## src/rtl/tcam_match_engine.sv

```systemverilog
// Ternary CAM: register-based value/mask/valid store, lowest-address match, search latency 2 cycles.
// One search per cycle with no backpressure; writes are dropped while the init/flush sweep runs.
module tcam_match_engine #(
  parameter int C_TCAM_ADDR_WIDTH = 4,
  parameter int C_TCAM_DATA_WIDTH = 16
) (
  input  logic                         i_clk,
  input  logic                         i_reset,
  input  logic                         i_flush,
  input  logic                         i_we,
  input  logic [C_TCAM_ADDR_WIDTH-1:0] i_wr_addr,
  input  logic                         i_wr_valid,
  input  logic [C_TCAM_DATA_WIDTH-1:0] i_din,
  input  logic [C_TCAM_DATA_WIDTH-1:0] i_data_mask,
  output logic                         o_busy,
  input  logic                         i_cmp_req,
  input  logic [C_TCAM_DATA_WIDTH-1:0] i_cmp_din,
  input  logic [C_TCAM_DATA_WIDTH-1:0] i_cmp_data_mask,
  output logic                         o_cmp_valid,
  output logic                         o_match,
  output logic [C_TCAM_ADDR_WIDTH-1:0] o_match_addr,
  output logic                         o_multiple_match
);

  localparam int AW    = C_TCAM_ADDR_WIDTH;
  localparam int W     = C_TCAM_DATA_WIDTH;
  localparam int DEPTH = 1 << AW;

  typedef enum logic {S_INIT, S_READY} state_t;

  state_t           r_state, w_state_nxt;
  logic [AW-1:0]    r_cnt, w_cnt_nxt;
  logic [W-1:0]     r_value [DEPTH];
  logic [W-1:0]     r_mask  [DEPTH];
  logic [DEPTH-1:0] r_valid;
  logic [DEPTH-1:0] w_hit;
  logic             w_wr_en;

  logic             r_s1_vld;
  logic [DEPTH-1:0] r_s1_hit;
  logic [AW-1:0]    w_enc_addr;
  logic             w_multi;

  logic             r_cmp_valid;
  logic             r_match;
  logic [AW-1:0]    r_match_addr;
  logic             r_multiple_match;

  always_ff @(posedge i_clk) begin
    if (i_reset) begin
      r_state <= S_INIT;
      r_cnt   <= '0;
    end else begin
      r_state <= w_state_nxt;
      r_cnt   <= w_cnt_nxt;
    end
  end

  // Sweep counter parks at DEPTH-1 once the sweep completes.
  always_comb begin
    w_state_nxt = r_state;
    w_cnt_nxt   = r_cnt;
    case (r_state)
      S_INIT: begin
        if (i_flush) begin
          w_cnt_nxt = '0;
        end else if (r_cnt == {AW{1'b1}}) begin
          w_state_nxt = S_READY;
        end else begin
          w_cnt_nxt = r_cnt + AW'(1);
        end
      end
      S_READY: begin
        if (i_flush) begin
          w_state_nxt = S_INIT;
          w_cnt_nxt   = '0;
        end
      end
      default: begin
        w_state_nxt = S_INIT;
        w_cnt_nxt   = '0;
      end
    endcase
  end

  assign o_busy  = (r_state == S_INIT);
  assign w_wr_en = (r_state == S_READY) & i_we & ~i_flush & ~i_reset;

  always_ff @(posedge i_clk) begin
    if (r_state == S_INIT) begin
      r_valid[r_cnt] <= 1'b0;
    end else if (w_wr_en) begin
      r_value[i_wr_addr] <= i_din;
      r_mask[i_wr_addr]  <= i_data_mask;
      r_valid[i_wr_addr] <= i_wr_valid;
    end
  end

  always_comb begin
    w_hit = '0;
    for (int i = 0; i < DEPTH; i++) begin
      w_hit[i] = r_valid[i] &
                 ~|((i_cmp_din ^ r_value[i]) & ~r_mask[i] & ~i_cmp_data_mask);
    end
  end

  // Searches during the sweep still get a result, forced to a miss.
  always_ff @(posedge i_clk) begin
    if (i_reset) begin
      r_s1_vld <= 1'b0;
      r_s1_hit <= '0;
    end else begin
      r_s1_vld <= i_cmp_req;
      r_s1_hit <= o_busy ? '0 : w_hit;
    end
  end

  always_comb begin
    w_enc_addr = '0;
    for (int i = DEPTH - 1; i >= 0; i--) begin
      if (r_s1_hit[i]) begin
        w_enc_addr = AW'(i);
      end
    end
  end

  assign w_multi = |(r_s1_hit & (r_s1_hit - DEPTH'(1)));

  always_ff @(posedge i_clk) begin
    if (i_reset) begin
      r_cmp_valid      <= 1'b0;
      r_match          <= 1'b0;
      r_match_addr     <= '0;
      r_multiple_match <= 1'b0;
    end else begin
      r_cmp_valid <= r_s1_vld;
      if (r_s1_vld) begin
        r_match          <= |r_s1_hit;
        r_match_addr     <= w_enc_addr;
        r_multiple_match <= w_multi;
      end
    end
  end

  assign o_cmp_valid      = r_cmp_valid;
  assign o_match          = r_match;
  assign o_match_addr     = r_match_addr;
  assign o_multiple_match = r_multiple_match;

endmodule

```

## config.mk

```make
export PLATFORM = sky130hd
export DESIGN_NAME = tcam_match_engine
export DESIGN_NICKNAME = d
export VERILOG_FILES = /design/src/rtl/tcam_match_engine.sv
export SDC_FILE = /design/constraint.sdc
export NUM_CORES = 1
export LEC_CHECK = 0
export BUFFER_PORTS_ARGS = -buffer_cell sky130_fd_sc_hd__buf_2
export CORE_MARGIN = 2
export CORE_UTILIZATION = 40
export DETAILED_ROUTE_END_ITERATION = 8
export GPL_TIMING_DRIVEN = 0
export PLACE_DENSITY = 0.56
export SYNTH_ARGS = -nofsm -noshare
export SYNTH_HDL_FRONTEND = slang
export SYNTH_SLANG_ARGS = --single-unit
```

## constraint.sdc

```tcl
create_clock -name i_clk -period 3.9 [get_ports i_clk]
set_input_delay 0.39 -clock i_clk [delete_from_list [all_inputs] [get_ports i_clk]]
set_output_delay 0.39 -clock i_clk [all_outputs]
set_load 0.05 [all_outputs]
```

## Word-level counts from Yosys, hierarchy flattened

Memory sizes are Yosys's and may differ from the RTL's.
Cells that the tools add are included.

- Flip-flop bits (word level): 45
- Bits in latches: 0
- Bits in writable memories: 512
- Memory bits (read-only): 0
- Input port bits: 74
- Output and inout bits: 8
- Logic and storage cells: 183
- Memories: 2

- $add $sub $neg: 2
- Multipliers: 0
- Divide/modulo/power cells: 0
- Magnitude comparators: 4
- Equality and inequality tests: 4
- Shift-type cells: 0
- Multiplexer cells: 34
- Bitwise gates (word level): 90
- Reductions and logical operators: 38

Memories:

| memory | depth | width | read ports | clocked after memory_dff | wr ports | RTL line | source |
|---|---|---|---|---|---|---|---|
| r_mask | 16 | 16 | 16 | 0 | 1 | 34 | `logic [W-1:0] r_mask [DEPTH];` |
| r_value | 16 | 16 | 16 | 0 | 1 | 33 | `logic [W-1:0] r_value [DEPTH];` |

Operators by type and width:

| cell | count |
|---|---|
| 16-bit AND | 34 |
| 16-bit inverter | 18 |
| 16-bit OR reduction | 18 |
| 16-bit XOR | 16 |
| 4-bit 2-to-1 mux | 19 |
| 16-bit 2-to-1 mux | 2 |
| 1-bit AND | 19 |
| 16-bit bitwise mux | 1 |
| 1-bit logical NOT | 16 |
| 16-bit by 1-bit subtractor with 16-bit output, second input constant | 1 |
| 4-bit by 5-bit < comparator with 1-bit output, second input constant | 2 |
| 1-bit demux with 4-bit select | 2 |
| 4-bit by 1-bit greater-or-equal comparator with 1-bit output, second input constant | 2 |
| 1-bit 2-to-1 mux | 8 |
| 4-bit one-hot mux with 2 select lines | 1 |
| 4-bit by 1-bit adder with 4-bit output, second input constant | 1 |
| 4-bit == test, second input constant | 1 |
| 3-bit inequality test, second input constant | 1 |
| 1-bit inverter | 3 |
| 1-bit logical AND | 2 |
| 2-bit by 1-bit inequality test with 1-bit output, second input constant | 1 |
| 2-bit inequality test, second input constant | 1 |
| 1-bit one-hot mux with 2 select lines | 1 |
| 2-bit AND reduction | 1 |
| 2-bit OR reduction | 1 |

## Logic depth before layout (Yosys ltp)

- Depth in word-level cells: 16
- Gate-level depth with buffers: 7

## Least setup slack after synthesis

OpenSTA, ideal clock, no wires.

- Path kind: input to register
- From: in i_flush
- To: mem r_mask[12][0] (netlist name), enable pin
- Library setup time: 421 ps
- Arrival: 2606 ps
- Data required time: 3479 ps
- Slack: 873 ps
- Stages on the path: 5
- Path buffers: 1
- Cell sequence: or2_2 -> clkbuf_1 -> nor2_1 -> nand3_1 -> nor2_1

- Longest elaborated chain between the ends: 6

Ends and longest elaborated chain:

| what | RTL line | source |
|---|---|---|
| start: declaration | 9 | `input logic i_flush,` |
| 1-bit inverter | 87 | `assign w_wr_en = (r_state == S_READY) & i_we & ~i_flush & ~i_reset;` |
| 1-bit AND (2 in a row) | 87 |  |
| 1-bit 2-to-1 mux | 92 | `end else if (w_wr_en) begin` |
| 1-bit 2-to-1 mux | 90 | `if (r_state == S_INIT) begin` |
| 1-bit 2-to-1 mux (implied by the code) | 94 | `r_mask[i_wr_addr] <= i_data_mask;` |
| end: declaration | 34 |  |

No other way between the ends.

## Worst setup path in the final report

- From: in i_cmp_din[9]
- To: reg r_s1_hit[1]

- Longest elaborated chain between the ends: 6

Ends and longest elaborated chain:

| what | RTL line | source |
|---|---|---|
| start: declaration | 17 | `input logic [C_TCAM_DATA_WIDTH-1:0] i_cmp_din,` |
| 16-bit XOR | 103 | `~\|((i_cmp_din ^ r_value[i]) & ~r_mask[i] & ~i_cmp_data_mask);` |
| 16-bit AND (2 in a row) | 103 |  |
| 16-bit OR reduction | 103 |  |
| 1-bit logical NOT | 103 |  |
| 1-bit AND | 102 | `w_hit[i] = r_valid[i] &` |
| end signal: assignment | 114 | `r_s1_hit <= o_busy ? '0 : w_hit;` |
| end: declaration | 40 | `logic [DEPTH-1:0] r_s1_hit;` |

No other way between the ends.
A chain may end at the register's enable or synchronous reset.

==> results by group <==
Cells and area
  • Layout Nets: 1,633
  • Final Instance Area: around 0.025 mm^2
  • Most common cell after layout, fill and taps aside: edfxtp_1
  • Multi-input combinational cell area: 0.005231 mm^2
  • Share of layout cells above drive strength 1: 0.1055
  • Fillers: 4,693
  • Sequential cell area: 0.01644 mm^2
  • Area delta synth->final: 15.38%
  • Most frequent cells in the layout: edfxtp_1 (528), nor3_1 (261), xnor2_1 (257), clkbuf_1 (71), clkbuf_16 (61)

STA
  • Slew @ Worst Pin: 1376 ps
  • Setup-failing EPs final: 0
  • Final max-slew violation count: 0
  • Worst hold margin: ~100 ps
  • Skew final: 18.47 ps
  • Fin crit period: between 2000 and 3000 ps
  • Crit share post-route: 0.7406
  • Final Hold Viols: 0
  • Max_slew headroom: 0.07409
  • Highest clock rate: 0.3462 GHz
  • RSZ-0062 raised after global routing: false

Floorplan
  • Num ports: 82
  • Die Area: about 0.057 mm^2
  • Core Box Area: approximately 0.054 mm^2
  • Chip height: about 240 um
  • Row Count: 85
  • Die X: 237.8 um
  • Initial core utilization: 0.4056

Routing
  • Wire length per cell: 24.71 um
  • Post-Route WL: 56,820 um
  • DR DRC count: 0
  • Vias: approximately 12,000
  • Initial DRC Count: 1,187
  • Drt pass-1 iters: 5
  • Vias per Instance: around 5.3
  • ANT nets after route: 0

Logic synthesis
  • Unique masters post-synth: 43
  • Seq cells post-synth: 557
  • Synthesized area per cell: roughly 15 um^2
  • Ys async rst share: 0
  • Gate Count Post-Synth: approximately 1,400
  • Primary FF master, synth: edfxtp_1
  • Yosys warns: 0
  • Register area share after synthesis: 0.7516
  • Post-Syn Area: ~0.022 mm^2
  • EDFF count, synth: 528
  • Synthesized Nets: 1,506

Setup path
  • Worst path required time: 4450 ps
  • Crit path DAT: between 3000 and 4000 ps
  • Worst reg2reg path depth: 5
  • Critical Path Start Type: input pin
  • Critical path class: input pin to flop
  • Max FO, Critical Path: 10
  • R2R Path Start: r_state
  • R2r endpoint: r_mask[15][9]
  • R2r setup slk: 1190 ps
  • Critical Path Sink Type: flop

Power and ir drop
  • Leak pwr: 7.489 nW
  • Maximum VDD drop: 0.3225 mV
  • Power, Total: 12.36 mW
  • Power Dens Cells: 490.0 mW/mm^2

Placement
  • Area after DPL: 0.02344 mm^2
  • Post-DP HPWL: 38,690 um
  • I/O Buffers: 50
  • GP Congestion: 0.8592

Run
  • Max Cap Violations: 0

Global route
  • Pin count of the biggest net entering global routing: 28
  • Initial antenna violation count: 2
  • Via count of the first global-routing pass: roughly 12,000
  • First-pass GRT wire length: just over 80,000 um
  • GRT overflow: 0
  • Total track usage: 0.2034

Min path
  • Hold Path End: o_cmp_valid
  • Type of the tightest min-delay check: input pin to flop
  • WHS Path Cells: 3
  • Min-delay src: i_reset

CTS
  • CTS max path bufs: 3
  • Clock sink count: between 500 and 600
  • Cts bufs inserted: 58
  • Skew-Pair Late Insertion Delay: 620 ps
  • # H-tree levels: 2
  • Post-CTS Setup Inserts: 0
  • CTS root buffer: clkbuf_16
  • Clk slew on worst S/H paths: 60 ps
  • CTS tree: yes

Status
  • Status: finished clean
-- critical path, stage by stage --
cell	delay (ps)
clkbuf_1	410
clkbuf_1	710
xnor2_1	190
nor3_1	60
nor4_1	1060
nand4_1	440
nor2_1	170
-- Yosys cell counts, types with 2 or more instances --
master / count / share of area
a211oi_1: 2 / 0.00069
a21oi_1: 7 / 0.0016
buf_1: 17 / 0.0029
clkbuf_1: 57 / 0.0098
dfxtp_1: 29 / 0.027
edfxtp_1: 528 / 0.73
ha_1: 4 / 0.0023
inv_1: 7 / 0.0012
maj3_1: 2 / 0.00092
nand2_1: 23 / 0.0039
nand2b_1: 3 / 0.00086
nand3_1: 24 / 0.0055
nand4_1: 18 / 0.0051
nor2_1: 52 / 0.0089
nor2b_1: 6 / 0.0017
nor3_1: 261 / 0.060
nor4_1: 49 / 0.014
nor4_2: 2 / 0.0011
o21ai_0: 39 / 0.0089
o311ai_0: 17 / 0.0068
or2_2: 3 / 0.00086
xnor2_1: 257 / 0.10
-- through the flow --
step | setup TNS (ps) | utilization | setup slack (ps) | instances
global placement | -387700 | 0.4264 | -1081 | 2174
finish | 0 | 0.4679 | 1012 | 2299
global route | 0 | 0.4679 | 846.0 | 2298
detailed placement | 0 | 0.4347 | 357.5 | 2190
floorplan | 0 | - | 873.3 | 1428
CTS | 0 | 0.4679 | 1017 | 2298
-- layout make-up --
| type | count | share of cell area |
|---|---|---|
| Antenna cell | 1 | 0.00009918 |
| Inverter | 8 | 0.001190 |
| Buffer | 75 | 0.01155 |
| Multi-Input combinational cell | 788 | 0.2073 |
| Sequential cell | 557 | 0.6514 |
| Tap cell | 696 | 0.03451 |
| Clock inverter | 32 | 0.008033 |
| Timing Repair Buffer | 67 | 0.02331 |
| Clock buffer | 75 | 0.06258 |
-- how the worst max path moves through the flow --
stage / start / to
2_1_floorplan: i_flush / r_mask[12][0]
3_3_place_gp: i_flush / r_value[15][6]
3_5_place_dp: i_cmp_din[6] / r_s1_hit[1]
4_1_cts: i_cmp_din[6] / r_s1_hit[1]
5_1_grt: i_cmp_din[6] / r_s1_hit[1]
6_report: i_cmp_din[9] / r_s1_hit[1]
-- power by group --
part / internal, mW / switching, mW / leakage [nW]
sequential: 6.56 / 0.0139 / 5.00
clock: 2.97 / 2.26 / 0.869
combinational: 0.170 / 0.392 / 1.62
-- sequential cells by signal, indices dropped and copies added, names as in the netlist --
register,flops
o_cmp_valid,1
o_match,1
o_match_addr,4
o_multiple_match,1
r_cnt,4
r_mask,256
r_s1_hit,16
r_s1_vld,1
r_state,1
r_valid,16
r_value,256
-- logic make-up after synthesis --
family                   after synthesis  synth area share
flip-flops                           557            0.7516
adder cells (fa/ha/maj)                6          0.003204
AO/OA/AOI/OAI                         77           0.02312
AND/OR/NAND/NOR                      447            0.1041
XOR/XNOR                             258            0.1033
buffers and inverters                 83           0.01470
-- repair_timing --
action                                 4_1_cts  5_1_grt
hold buffers                                 1        0
endpoints found under the hold margin        1        0
gates resized for setup                      0        0
-- per-layer routing --
layer,up-vias,routed length [um],part of all wire,GRT usage
met5,-,13,0.00023,0
li1,5653,-,-,-
met1,6175,25140,0.44,0.2864
met3,67,2903,0.051,0.03355
met4,2,1049,0.018,0.04536
met2,351,27710,0.49,0.3330
Power figures use the tool's default switching activity.
